### src/rtl/upc_mon_pkg.sv
// Shared types and helpers for the ap_ctrl / pipelined-loop performance monitor.
//   mod_state_t : block-level handshake status (IDLE, BUSY, DONE_WAIT)
//   sat_inc     : width-generic saturating increment (holds at all-ones)
package upc_mon_pkg;

    typedef enum logic [1:0] {
        StIdle     = 2'd0,
        StBusy     = 2'd1,
        StDoneWait = 2'd2
    } mod_state_t;

    // Widest counter the helper supports; callers zero-extend into it.
    localparam int unsigned MaxCntW = 64;

    // Increment value unless it already equals the all-ones pattern of `width` bits.
    function automatic logic [MaxCntW-1:0] sat_inc(input logic [MaxCntW-1:0] value,
                                                   input int unsigned        width);
        logic [MaxCntW-1:0] max_val;
        max_val = {MaxCntW{1'b1}} >> (MaxCntW - width);
        return (value >= max_val) ? value : value + 64'd1;
    endfunction

endpackage

### src/rtl/sat_counter.sv
// Saturating up-counter with synchronous active-high reset.
//   clock  : rising-edge clock
//   reset  : synchronous, active-high; clears the count
//   enable : count one event this cycle
//   freeze : suppress counting (monitor frozen or finishing)
//   count  : registered count, holds at all-ones
module sat_counter
    import upc_mon_pkg::*;
#(
    parameter int unsigned CNT_W = 32
) (
    input  logic             clock,
    input  logic             reset,
    input  logic             enable,
    input  logic             freeze,
    output logic [CNT_W-1:0] count
);

    logic [CNT_W-1:0] count_q;
    logic [CNT_W-1:0] count_d;

    always_comb begin
        count_d = count_q;
        if (enable && !freeze) begin
            count_d = CNT_W'(sat_inc(MaxCntW'(count_q), CNT_W));
        end
    end

    always_ff @(posedge clock) begin
        if (reset) begin
            count_q <= '0;
        end else begin
            count_q <= count_d;
        end
    end

    assign count = count_q;

endmodule

### src/rtl/upc_loop_monitor_rtl.sv
// Passive performance monitor for an HLS ap_ctrl block and one pipelined loop inside it.
// Never drives the observed kernel; every output is registered.
//   clock, reset            : rising-edge clock, synchronous active-high reset
//   finish                  : stop observing; sets sticky `frozen`, all state then holds
//   ap_start/ready/done/continue : block handshake
//   cur_state, *_state      : observed FSM state and reference states for the loop stages
//   *_block, *_enable       : stage stall flags and pipeline stage enables
//   loop_start/ready/done/continue, quit_at_end : loop handshake, quit-detection mode
//   mod_state               : 0 IDLE, 1 BUSY, 2 DONE_WAIT
//   mod_*_cnt, mod_busy_cycles, loop_inv_cnt, iter_*_cnt, stall_cycles : saturating counters
//   in_flight               : iterations started but not ended (never below 0)
//   ev_iter_start/end, ev_quit : one-cycle event pulses
//   loop_active, frozen, err_underflow : status flags
module upc_loop_monitor_rtl
    import upc_mon_pkg::*;
#(
    parameter int unsigned STATE_W = 2,
    parameter int unsigned CNT_W   = 32
) (
    input  logic               clock,
    input  logic               reset,
    input  logic               finish,
    input  logic               ap_start,
    input  logic               ap_ready,
    input  logic               ap_done,
    input  logic               ap_continue,
    input  logic [STATE_W-1:0] cur_state,
    input  logic [STATE_W-1:0] iter_start_state,
    input  logic [STATE_W-1:0] iter_end_state,
    input  logic [STATE_W-1:0] quit_state,
    input  logic               iter_start_block,
    input  logic               iter_end_block,
    input  logic               quit_block,
    input  logic               iter_start_enable,
    input  logic               iter_end_enable,
    input  logic               quit_enable,
    input  logic               loop_start,
    input  logic               loop_ready,
    input  logic               loop_done,
    input  logic               loop_continue,
    input  logic               quit_at_end,
    output logic [1:0]         mod_state,
    output logic [CNT_W-1:0]   mod_start_cnt,
    output logic [CNT_W-1:0]   mod_done_cnt,
    output logic [CNT_W-1:0]   mod_busy_cycles,
    output logic [CNT_W-1:0]   loop_inv_cnt,
    output logic [CNT_W-1:0]   iter_start_cnt,
    output logic [CNT_W-1:0]   iter_end_cnt,
    output logic [CNT_W-1:0]   stall_cycles,
    output logic [CNT_W-1:0]   in_flight,
    output logic               ev_iter_start,
    output logic               ev_iter_end,
    output logic               ev_quit,
    output logic               loop_active,
    output logic               frozen,
    output logic               err_underflow
);

    mod_state_t       mod_state_q, mod_state_d;
    logic             loop_active_q, loop_active_d;
    logic [CNT_W-1:0] in_flight_q, in_flight_d;
    logic             err_q, err_d;
    logic             frozen_q;
    logic             quit_en_prev_q;
    logic             ev_is_q, ev_ie_q, ev_q_q;

    logic run;
    logic is_evt, ie_evt, q_evt;
    logic stall_evt, busy_evt, start_evt, done_evt, inv_evt;

    // loop_ready carries no information the monitor needs.
    logic unused_loop_ready;
    assign unused_loop_ready = loop_ready;

    // A finish in the current cycle already blocks that cycle's events.
    assign run = !frozen_q && !finish;

    // Raw events
    always_comb begin
        is_evt = (cur_state == iter_start_state) && iter_start_enable && !iter_start_block;
        ie_evt = (cur_state == iter_end_state) && iter_end_enable && !iter_end_block;
        if (quit_at_end) begin
            q_evt = loop_done && loop_active_q;
        end else begin
            // Quit stage enable falling while sitting in the quit state.
            q_evt = loop_active_q && (cur_state == quit_state) && !quit_block &&
                    quit_en_prev_q && !quit_enable;
        end
        stall_evt = loop_active_q && (cur_state == iter_start_state) &&
                    iter_start_enable && iter_start_block;
        busy_evt  = (mod_state_q != StIdle);
        start_evt = ap_start && ap_ready;
        done_evt  = ap_done && ap_continue;
        inv_evt   = loop_start && !loop_active_q;
    end

    // Block FSM next state
    always_comb begin
        mod_state_d = mod_state_q;
        case (mod_state_q)
            StIdle: begin
                if (ap_start) mod_state_d = StBusy;
            end
            StBusy: begin
                if (ap_done) begin
                    if (!ap_continue) mod_state_d = StDoneWait;
                    else if (!ap_start) mod_state_d = StIdle;
                end
            end
            StDoneWait: begin
                if (ap_continue) mod_state_d = StIdle;
            end
            default: mod_state_d = StIdle;
        endcase
    end

    // Loop activity; a start coinciding with a quit leaves the loop inactive.
    always_comb begin
        if (loop_active_q) begin
            loop_active_d = !((loop_done && loop_continue) || q_evt);
        end else begin
            loop_active_d = loop_start && !q_evt;
        end
    end

    // In-flight tracking; an unmatched end is clamped at zero and flagged.
    always_comb begin
        in_flight_d = in_flight_q;
        err_d       = err_q;
        if (is_evt && !ie_evt) begin
            in_flight_d = CNT_W'(sat_inc(MaxCntW'(in_flight_q), CNT_W));
        end else if (ie_evt && !is_evt) begin
            if (in_flight_q == '0) begin
                err_d = 1'b1;
            end else begin
                in_flight_d = in_flight_q - CNT_W'(1);
            end
        end
    end

    always_ff @(posedge clock) begin
        if (reset) begin
            mod_state_q    <= StIdle;
            loop_active_q  <= 1'b0;
            in_flight_q    <= '0;
            err_q          <= 1'b0;
            frozen_q       <= 1'b0;
            quit_en_prev_q <= 1'b0;
            ev_is_q        <= 1'b0;
            ev_ie_q        <= 1'b0;
            ev_q_q         <= 1'b0;
        end else begin
            frozen_q <= frozen_q || finish;
            if (run) begin
                mod_state_q    <= mod_state_d;
                loop_active_q  <= loop_active_d;
                in_flight_q    <= in_flight_d;
                err_q          <= err_d;
                quit_en_prev_q <= quit_enable;
                ev_is_q        <= is_evt;
                ev_ie_q        <= ie_evt;
                ev_q_q         <= q_evt;
            end else begin
                ev_is_q <= 1'b0;
                ev_ie_q <= 1'b0;
                ev_q_q  <= 1'b0;
            end
        end
    end

    sat_counter #(.CNT_W(CNT_W)) u_mod_start_cnt (
        .clock  (clock),
        .reset  (reset),
        .enable (start_evt),
        .freeze (!run),
        .count  (mod_start_cnt)
    );

    sat_counter #(.CNT_W(CNT_W)) u_mod_done_cnt (
        .clock  (clock),
        .reset  (reset),
        .enable (done_evt),
        .freeze (!run),
        .count  (mod_done_cnt)
    );

    sat_counter #(.CNT_W(CNT_W)) u_mod_busy_cycles (
        .clock  (clock),
        .reset  (reset),
        .enable (busy_evt),
        .freeze (!run),
        .count  (mod_busy_cycles)
    );

    sat_counter #(.CNT_W(CNT_W)) u_loop_inv_cnt (
        .clock  (clock),
        .reset  (reset),
        .enable (inv_evt),
        .freeze (!run),
        .count  (loop_inv_cnt)
    );

    sat_counter #(.CNT_W(CNT_W)) u_iter_start_cnt (
        .clock  (clock),
        .reset  (reset),
        .enable (is_evt),
        .freeze (!run),
        .count  (iter_start_cnt)
    );

    sat_counter #(.CNT_W(CNT_W)) u_iter_end_cnt (
        .clock  (clock),
        .reset  (reset),
        .enable (ie_evt),
        .freeze (!run),
        .count  (iter_end_cnt)
    );

    sat_counter #(.CNT_W(CNT_W)) u_stall_cycles (
        .clock  (clock),
        .reset  (reset),
        .enable (stall_evt),
        .freeze (!run),
        .count  (stall_cycles)
    );

    assign mod_state     = mod_state_q;
    assign in_flight     = in_flight_q;
    assign ev_iter_start = ev_is_q;
    assign ev_iter_end   = ev_ie_q;
    assign ev_quit       = ev_q_q;
    assign loop_active   = loop_active_q;
    assign frozen        = frozen_q;
    assign err_underflow = err_q;

endmodule

### config.mk
export PLATFORM = sky130hd
export DESIGN_NAME = upc_loop_monitor_rtl
export DESIGN_NICKNAME = d
export VERILOG_FILES = /design/src/rtl/upc_mon_pkg.sv /design/src/rtl/sat_counter.sv /design/src/rtl/upc_loop_monitor_rtl.sv
export SDC_FILE = /design/constraint.sdc
export NUM_CORES = 1
export LEC_CHECK = 0
export CELL_PAD_IN_SITES_DETAIL_PLACEMENT = 0
export CELL_PAD_IN_SITES_GLOBAL_PLACEMENT = 1
export CORE_ASPECT_RATIO = 0.6
export CORE_MARGIN = 5
export CORE_UTILIZATION = 30
export CTS_BUF_LIST = sky130_fd_sc_hd__clkbuf_8
export DETAILED_ROUTE_END_ITERATION = 6
export PLACE_DENSITY_LB_ADDON = 0.08
export SYNTH_ARGS = -nofsm -noshare
export SYNTH_HDL_FRONTEND = slang
export SYNTH_SLANG_ARGS = --single-unit
### constraint.sdc
create_clock -name clock -period 12.4 [get_ports clock]
set_input_delay 2.48 -clock clock [delete_from_list [all_inputs] [get_ports clock]]
set_output_delay 2.48 -clock clock [all_outputs]
set_load 0.005 [all_outputs]
==> metrics.txt, run 1 <==
postcts setup bufs 0; IO Port Bufs ~290; post-route ant nets 0; Slew headroom 34.9%; TritonCTS Buffers 46; average cell area after synthesis 8.36 µm²; Synth async-reset ratio 0%; DP Area 0.0169 mm²; drt pass-1 iters 5; Hold EP quit_en_prev_q; reg2reg path depth 10; Worst Setup Path Type in -> reg; DIE AREA 0.0493 mm²; P&R area growth vs syn 32.7%; Worst R2R Setup Slack 8960 ps; area leader, netlist dfxtp_1; IO Pins 290; final setup vio count 0; WL final 43,900 µm; Core ar. 0.0446 mm²; Synth top area share 39.4%; grt ovf 0; Reg2Reg Launch Point in_flight[0]; FF+latch count, synth between 200 and 300; mapped cell area 0.0135 mm²; ranking of synthesized cells by area dfxtp_1 (39%), nor2_1 (7.2%), xor2_1 (7.2%), xnor2_1 (6.1%), nand3_1 (3.6%); sequential area share after synthesis 39.4%; starting density of the core 30.2%; Final Skew between 20 and 25 ps; Post-synth EDFFs 0; worst endpoint required time 12,850 ps; Unique masters post-synth 79; register area 0.00531 mm²; worst-path fanout max 19; post-route cell area 0.0179 mm²; layout cells sized above 1 slightly below 6%; Die W roughly 280 µm; Power Total 2.00 mW; routed len/inst 17.4 µm; Syn Inst Count 1,609; Cell Pwr Density 112 mW/mm²; Syn Nets 1,675; Min-Delay Path Class reg -> reg; Hold-fix buffers, CTS 0; element type at the critical path start input pin; Max H-tree Level 2; final core occ 40.0%; Synth Flop Type dfxtp_1; fill cell count 4,612; Sink Count about 270; CTS tree yes; status completed; Multi-input gate area 0.00781 mm²; number of global-route vias before repair ~12,000; n_diodes 0; GRT Util Overall 17.0%; hpwl dp approximately 32,000 µm; initial antenna violation count 0; placer congestion estimate 0.824; Hold Path Cell Cnt 2; PostCTS Resize Cnt 0; Worst setup EP type register; DR vias 12,370; largest net degree at the start of global routing 110; Chip Height ~170 µm; commonest non-fill, non-tap cell in the layout clkdlybuf4s50_1; worst flop-to-flop path endpoint in_flight[28]; clk slew on worst S/H paths 70 ps; DRC 0; hold violation count in the final report 0; Static Leakage 6.22 nW; clk root buf clkbuf_8; fin crit share 56.6%; Worst EP arrival 7470 ps; clk_lat worst skew slightly below 600 ps; DR iter-0 viols around 630; final count of pins violating max slew 0; Peak VDD IR 0.0627 mV; Max Fclk 142 MHz; # nets final 1,968; Hold Slack 471 ps; Yosys Warn Count 0; min Tclk post-route 7020 ps; Least-Margin Pin Slew between 900 and 1000 ps; DR vias/cell 4.90; max cap viols 0; min-delay src quit_en_prev_q; most frequent cells in the layout clkdlybuf4s50_1 (287), dfxtp_1 (265), nor2_1 (259); first-pass GRT wire length 68,400 µm; clk buf depth 3; sum of negative setup slack 0 ps; RSZ-0062 raised after global routing no; Core Rows 60
## cell usage after synthesis (all sizes together) (3+ instances only)
| library cell | instances |
|---|---|
| nor4b | 5 |
| and4 | 29 |
| o2111ai | 3 |
| inv | 34 |
| o211ai | 5 |
| a211oi | 5 |
| nand2b | 7 |
| nand2 | 124 |
| mux2i | 10 |
| buf | 11 |
| and2 | 12 |
| a211o | 5 |
| nor3 | 54 |
| nand3b | 6 |
| nor2b | 11 |
| xnor2 | 93 |
| a31oi | 17 |
| nor2 | 260 |
| nor4 | 23 |
| a2111oi | 3 |
| a21o | 15 |
| dfxtp | 265 |
| xor2 | 111 |
| o21a | 4 |
| nand4 | 64 |
| or2 | 5 |
| clkbuf | 40 |
| or3 | 43 |
| nand4b | 4 |
| a311o | 3 |
| or4 | 4 |
| a21oi | 83 |
| ha | 39 |
| o21ai | 61 |
| nand3 | 99 |
| and3 | 26 |
## cells by family after synthesis
family	count (synthesis)	share of synthesized area (%)
AO/OA/AOI/OAI	222	10.3
XOR/XNOR	204	13.3
adder cells (fa/ha/maj)	40	3.77
buffers and inverters	86	2.57
flip-flops	265	39.4
multiplexers	11	0.827
AND/OR/NAND/NOR	781	29.9
## power by group
group	internal [mW]	total [mW]	switching, mW
registers	0.861	0.877	0.0161
logic	0.126	0.306	0.181
clock network	0.437	0.815	0.378
total	1.42	2.00	0.575
## cell type report
cell class | count | share of cell area (%)
clock buffer | 61 | 4.70
clock inverter | 18 | 0.469
inverter | 35 | 0.736
tap | 589 | 4.13
sequential | 265 | 29.7
timing repair buffer | 296 | 16.5
multi-input combinational | 1258 | 43.8
## sequential cells by signal (all words and copies together) (netlist names)
name,cells
u_mod_busy_cycles.count,32
loop_active,1
u_iter_end_cnt.count,32
in_flight,32
u_iter_start_cnt.count,32
ev_iter_end,1
u_mod_done_cnt.count,32
u_stall_cycles.count,32
frozen,1
quit_en_prev_q,1
mod_state,2
u_mod_start_cnt.count,32
ev_quit,1
err_underflow,1
u_loop_inv_cnt.count,32
ev_iter_start,1
## critical path, stage by stage
cell and delay (ps):
clkdlybuf4s50_1 560, xnor2_1 170, nand4b_1 340, inv_1 140, ha_1 410, inv_1 340
buf_4 330, ha_1 430, nand3_1 110, nor4b_1 340, o31ai_1 180, a21boi_2 330
a31oi_1 250, o311ai_0 740, nor2b_1 210, o211ai_1 100
## worst max-delay path by stage
stage | start | endpoint | slack (ps) | cells after the start
2_1_floorplan | cur_state[1] | in_flight[18] | 6610 | 14
3_3_place_gp | cur_state[1] | in_flight[28] | 4880 | 16
3_5_place_dp | cur_state[1] | in_flight[28] | 4830 | 16
4_1_cts | cur_state[1] | in_flight[28] | 5470 | 16
5_1_grt | cur_state[1] | in_flight[28] | 5120 | 16
6_report | cur_state[1] | in_flight[28] | 5380 | 16
## metal layers
metal / GRT usage [%] / share of wire (%)
met4: 3.67 / 1.6
met5: 0 / 0
met2: 25.3 / 42
met1: 24.9 / 51
met3: 4.21 / 5.7
## per-stage QoR
step | cells | setup WS [ps]
5_1_grt | 2522 | 5120
2_1_floorplan | 1609 | 6610
4_1_cts | 2522 | 5470
3_5_place_dp | 2443 | 4830
3_3_place_gp | 2443 | 4880
6_report | 2522 | 5380
Note: power is estimated with default switching activity, not from simulation.
==> inputs of run 2 (changes only) <==
==> constraint.sdc (replaced) <==
create_clock -name clock -period 6.4 [get_ports clock]
set_input_delay 1.28 -clock clock [delete_from_list [all_inputs] [get_ports clock]]
set_output_delay 1.28 -clock clock [all_outputs]
set_load 0.005 [all_outputs]
==> metrics.txt, run 2 (same netlist as run 1, synthesis figures left out) <==
Die W 283 µm; clk buf depth 3; hold violation count in the final report 0; sum of negative setup slack 0 ps; initial antenna violation count 0; Core Rows 60; Reg2Reg Launch Point in_flight[0]; min-delay src quit_en_prev_q; commonest non-fill, non-tap cell in the layout clkdlybuf4s50_1; Core ar. 0.0446 mm²; DRC 0; status completed; starting density of the core 30.2%; IO Pins 290; Cell Pwr Density 217 mW/mm²; Max H-tree Level 2; CP Launch Point cur_state[0]; placer congestion estimate 0.830; clk root buf clkbuf_8; Multi-input gate area 0.00781 mm²; WL final 44,300 µm; final core occ 40.1%; Min-Delay Path Class reg -> reg; final setup vio count 0; Worst R2R Setup Slack 3320 ps; drt pass-1 iters 5; TritonCTS Buffers 47; min Tclk post-route 5110 ps; n_diodes 0; Worst EP arrival 5560 ps; Max Fclk 196 MHz; grt ovf 0; GRT Util Overall 17.2%; DIE AREA 0.0493 mm²; hpwl dp 32,500 µm; register area roughly 0.0053 mm²; Slew headroom 42.1%; number of global-route vias before repair 11,755; postcts setup bufs 0; RSZ-0062 raised after global routing no; Worst setup EP type register; PostCTS Resize Cnt 0; fin crit share 79.8%; CTS tree yes; Final Skew ~24 ps; DR vias 12,401; post-route ant nets 0; DR vias/cell a little under 5; clk_lat worst skew 580 ps; Worst Setup Path Type in -> reg; routed len/inst approximately 18 µm; element type at the critical path start input pin; # nets final 1,972; Peak VDD IR 0.113 mV; most frequent cells in the layout clkdlybuf4s50_1 (287), dfxtp_1 (265), nor2_1 (259); layout cells sized above 1 between 5 and 6%; Static Leakage 6.25 nW; clk slew on worst S/H paths 70 ps; Hold Path Cell Cnt 2; fill cell count 4,651; Hold-fix buffers, CTS 0; Chip Height 174 µm; Hold EP quit_en_prev_q; IO Port Bufs 288; worst-path fanout max 12; worst endpoint required time around 6900 ps; final count of pins violating max slew 0; reg2reg path depth 10; P&R area growth vs syn 32.9%; Least-Margin Pin Slew 869 ps; max cap viols 0; largest net degree at the start of global routing 120; DR iter-0 viols 667; first-pass GRT wire length about 69,000 µm; worst flop-to-flop path endpoint in_flight[28]; Sink Count 265
==> run 2: changes by cell type in the layout (fill, tap and decap cells not counted) <==
| cell | before | now |
|---|---|---|
| clkinv_2 | 4 | 2 |
| buf_4 | 8 | 11 |
| inv_1 | 46 | 51 |
==> run 2: metrics by stage <==
step	hold slack, ps	power [mW]	cell area (µm²)	cells	setup WS (ps)
3_3_place_gp	448	2.33	17000	2446	734
6_report	461	3.87	17900	2528	1290
2_1_floorplan	437	2.13	13500	1609	1810
4_1_cts	465	3.95	17900	2528	1330
5_1_grt	494	4.10	17900	2528	898
3_5_place_dp	456	2.32	17000	2446	703
==> run 2: metal layers <==
layer	track usage [%]	share of wire, %
met1	25.3	51
met5	0	0
met3	4.06	5.0
met4	4.85	2.7
met2	25.1	41
==> run 2: worst max-delay path by stage <==
stage / cells after the start / end / slack [ps]
2_1_floorplan: 14 / in_flight[18] / 1810
3_3_place_gp: 14 / in_flight[23] / 730
3_5_place_dp: 14 / in_flight[23] / 700
4_1_cts: 14 / in_flight[23] / 1330
5_1_grt: 14 / in_flight[28] / 900
6_report: 14 / in_flight[23] / 1290
==> run 2: where the power goes <==
part	switching, mW	total, mW	internal, mW
Sequential	0.0321	1.70	1.67
Combinational	0.348	0.593	0.245
Clock	0.732	1.58	0.849
Total	1.11	3.87	2.76
==> run 2: critical path: stages <==
cell and delay (ps):
clkdlybuf4s50_1 560, xnor2_1 140, nand4b_1 280, ha_1 430, inv_1 430, ha_1 400, a21oi_1 160, o21ai_0 160
nand3b_1 250, o21bai_1 500, o21ai_0 310, a311oi_1 400, xor2_1 170, o21ai_0 80
==> run 2: final cells by class <==
class	count	share of cell area, %
clock buffer	61	4.69
clock inverter	21	0.518
inverter	35	0.734
multi-input combinational	1258	43.7
sequential	265	29.7
tap	589	4.12
timing repair buffer	299	16.6
==> inputs of run 3 (changes only) <==
==> constraint.sdc (replaced) <==
create_clock -name clock -period 4.8 [get_ports clock]
set_input_delay 0.96 -clock clock [delete_from_list [all_inputs] [get_ports clock]]
set_output_delay 0.96 -clock clock [all_outputs]
set_load 0.005 [all_outputs]
==> metrics.txt, run 3 (same netlist as run 1, synthesis figures left out) <==
status completed; starting density of the core 30.2%; largest net degree at the start of global routing 111; Chip Height 174 µm; hpwl dp 33,400 µm; initial antenna violation count 0; Hold Path Cell Cnt 2; Worst Setup Path Type in -> reg; clk root buf clkbuf_8; CTS tree yes; Worst EP arrival 4600 ps; final setup vio count 0; sum of negative setup slack 0 ps; DR vias/cell 4.93; layout cells sized above 1 7.86%; Least-Margin Pin Slew 964 ps; grt ovf 0; n_diodes 0; first-pass GRT wire length 70,400 µm; DP Area roughly 0.017 mm²; Final Skew 19.1 ps; switching share of total power 28.1%; P&R area growth vs syn 35.5%; Slew headroom 35.7%; worst-path fanout max 20; DR iter-0 viols 630; Static Leakage ~6.4 nW; min-delay src quit_en_prev_q; sw power between 1.5 and 2 mW; fin crit share 86.3%; DR vias 12,608; Reg2Reg Launch Point in_flight[7]; Int Power 3.89 mW; clk_lat worst skew 560 ps; clk buf depth 3; IO Pins slightly below 300; drt pass-1 iters 5; CP Launch Point cur_state[1]; Die W 283 µm; PostCTS Resize Cnt 0; DRC 0; RSZ-0062 raised after global routing no; final count of pins violating max slew 0; routed len/inst 17.6 µm; most frequent cells in the layout clkdlybuf4s50_1 (287), dfxtp_1 (265), nor2_1 (259); post-route ant nets 0; WL final 45,200 µm; GRT Util Overall between 15 and 20%; Cell Pwr Density 297 mW/mm²; TritonCTS Buffers 46; DIE AREA 0.0493 mm²; post-route cell area 0.0182 mm²; Sink Count 265; final core occ 40.9%; crit-path max cell delay 550 ps; reg2reg path depth 11; IO Port Bufs around 290; Peak VDD IR around 0.18 mV; Max H-tree Level 2; Core Rows 60; sequential share of power 41.9%; slowest library cell on the worst path clkdlybuf4s50_1; Hold-fix buffers, CTS 0; Core ar. 0.0446 mm²; min Tclk post-route 4140 ps; max cap viols 0; Comb power frac between 10% and 20%; hold violation count in the final report 0; Max Fclk 241 MHz; cells along the critical path clkdlybuf4s50_1, xnor2_1, nand4b_1, inv_1, ha_1, inv_1, buf_12, buf_12, ha_1, a21o_1, nand4_1, a21oi_1, o21bai_1, buf_4, o2111a_1, o311ai_0, nand3_1, mux2_2; power share of the clock group 41.8%; number of global-route vias before repair 11,889; clk slew on worst S/H paths approximately 60 ps; # nets final approximately 2,000; postcts setup bufs 0; Worst setup EP type register; commonest non-fill, non-tap cell in the layout clkdlybuf4s50_1; worst endpoint required time 5260 ps; placer congestion estimate 0.836; Min-Delay Path Class reg -> reg; element type at the critical path start input pin
## run 3: per-stage QoR
step                      hold WS (ps)  power [mW]  cells  setup slack, ps
after CTS                          465        5.51   2560              737
final                              469        5.41   2560              659
after floorplan                    437        2.84   1609              529
after detailed placement           456        3.19   2480              107
after global routing               481        5.70   2560              401
after global placement             446        3.19   2480              107
## run 3: critical path, delay by kind of cell
family,cells,cell delay [ps]
muxes,1,290
and+or+nand+nor,3,450
AOI/OAI and AO/OA,5,1100
buffers and inverters,6,1190
xor gates and xnor gates,1,160
adders and majority gates,2,440
## run 3: per-layer routing
layer | vias to the layer above | wire length [µm] | global-route usage, % | part of all wire, %
li1 | 6351 | - | - | -
met1 | 5926 | 23300 | 25.8 | 52
met2 | 260 | 18700 | 26.2 | 41
met3 | 71 | 2220 | 3.80 | 4.9
met4 | 0 | 1000 | 4.16 | 2.2
met5 | - | 0 | 0 | 0
## run 3: area by class of cell
class                      instances  area, µm²
fill                            4505      26400
multi-input combinational       1258       7810
sequential                       265       5310
timing repair buffer             333       3250
clock buffer                      63        867
tap                              589        737
inverter                          35        131
clock inverter                    17        126
## run 3: worst paths after layout
check,end,slack (ps)
setup / recovery,in_flight[31],660
hold / removal,quit_en_prev_q,470
hold reg to reg,quit_en_prev_q,470
setup reg to reg,in_flight[18],1830
## run 3: power groups by stage
| stage | Combinational, mW | Sequential (mW) | Clock (mW) |
|---|---|---|---|
| global placement | 0.875 | 2.32 | 0 |
| detailed placement | 0.872 | 2.32 | 0 |
| floorplan | 0.539 | 2.30 | 0 |
| global route | 0.966 | 2.27 | 2.46 |
| CTS | 0.877 | 2.27 | 2.37 |
| finish | 0.883 | 2.27 | 2.26 |
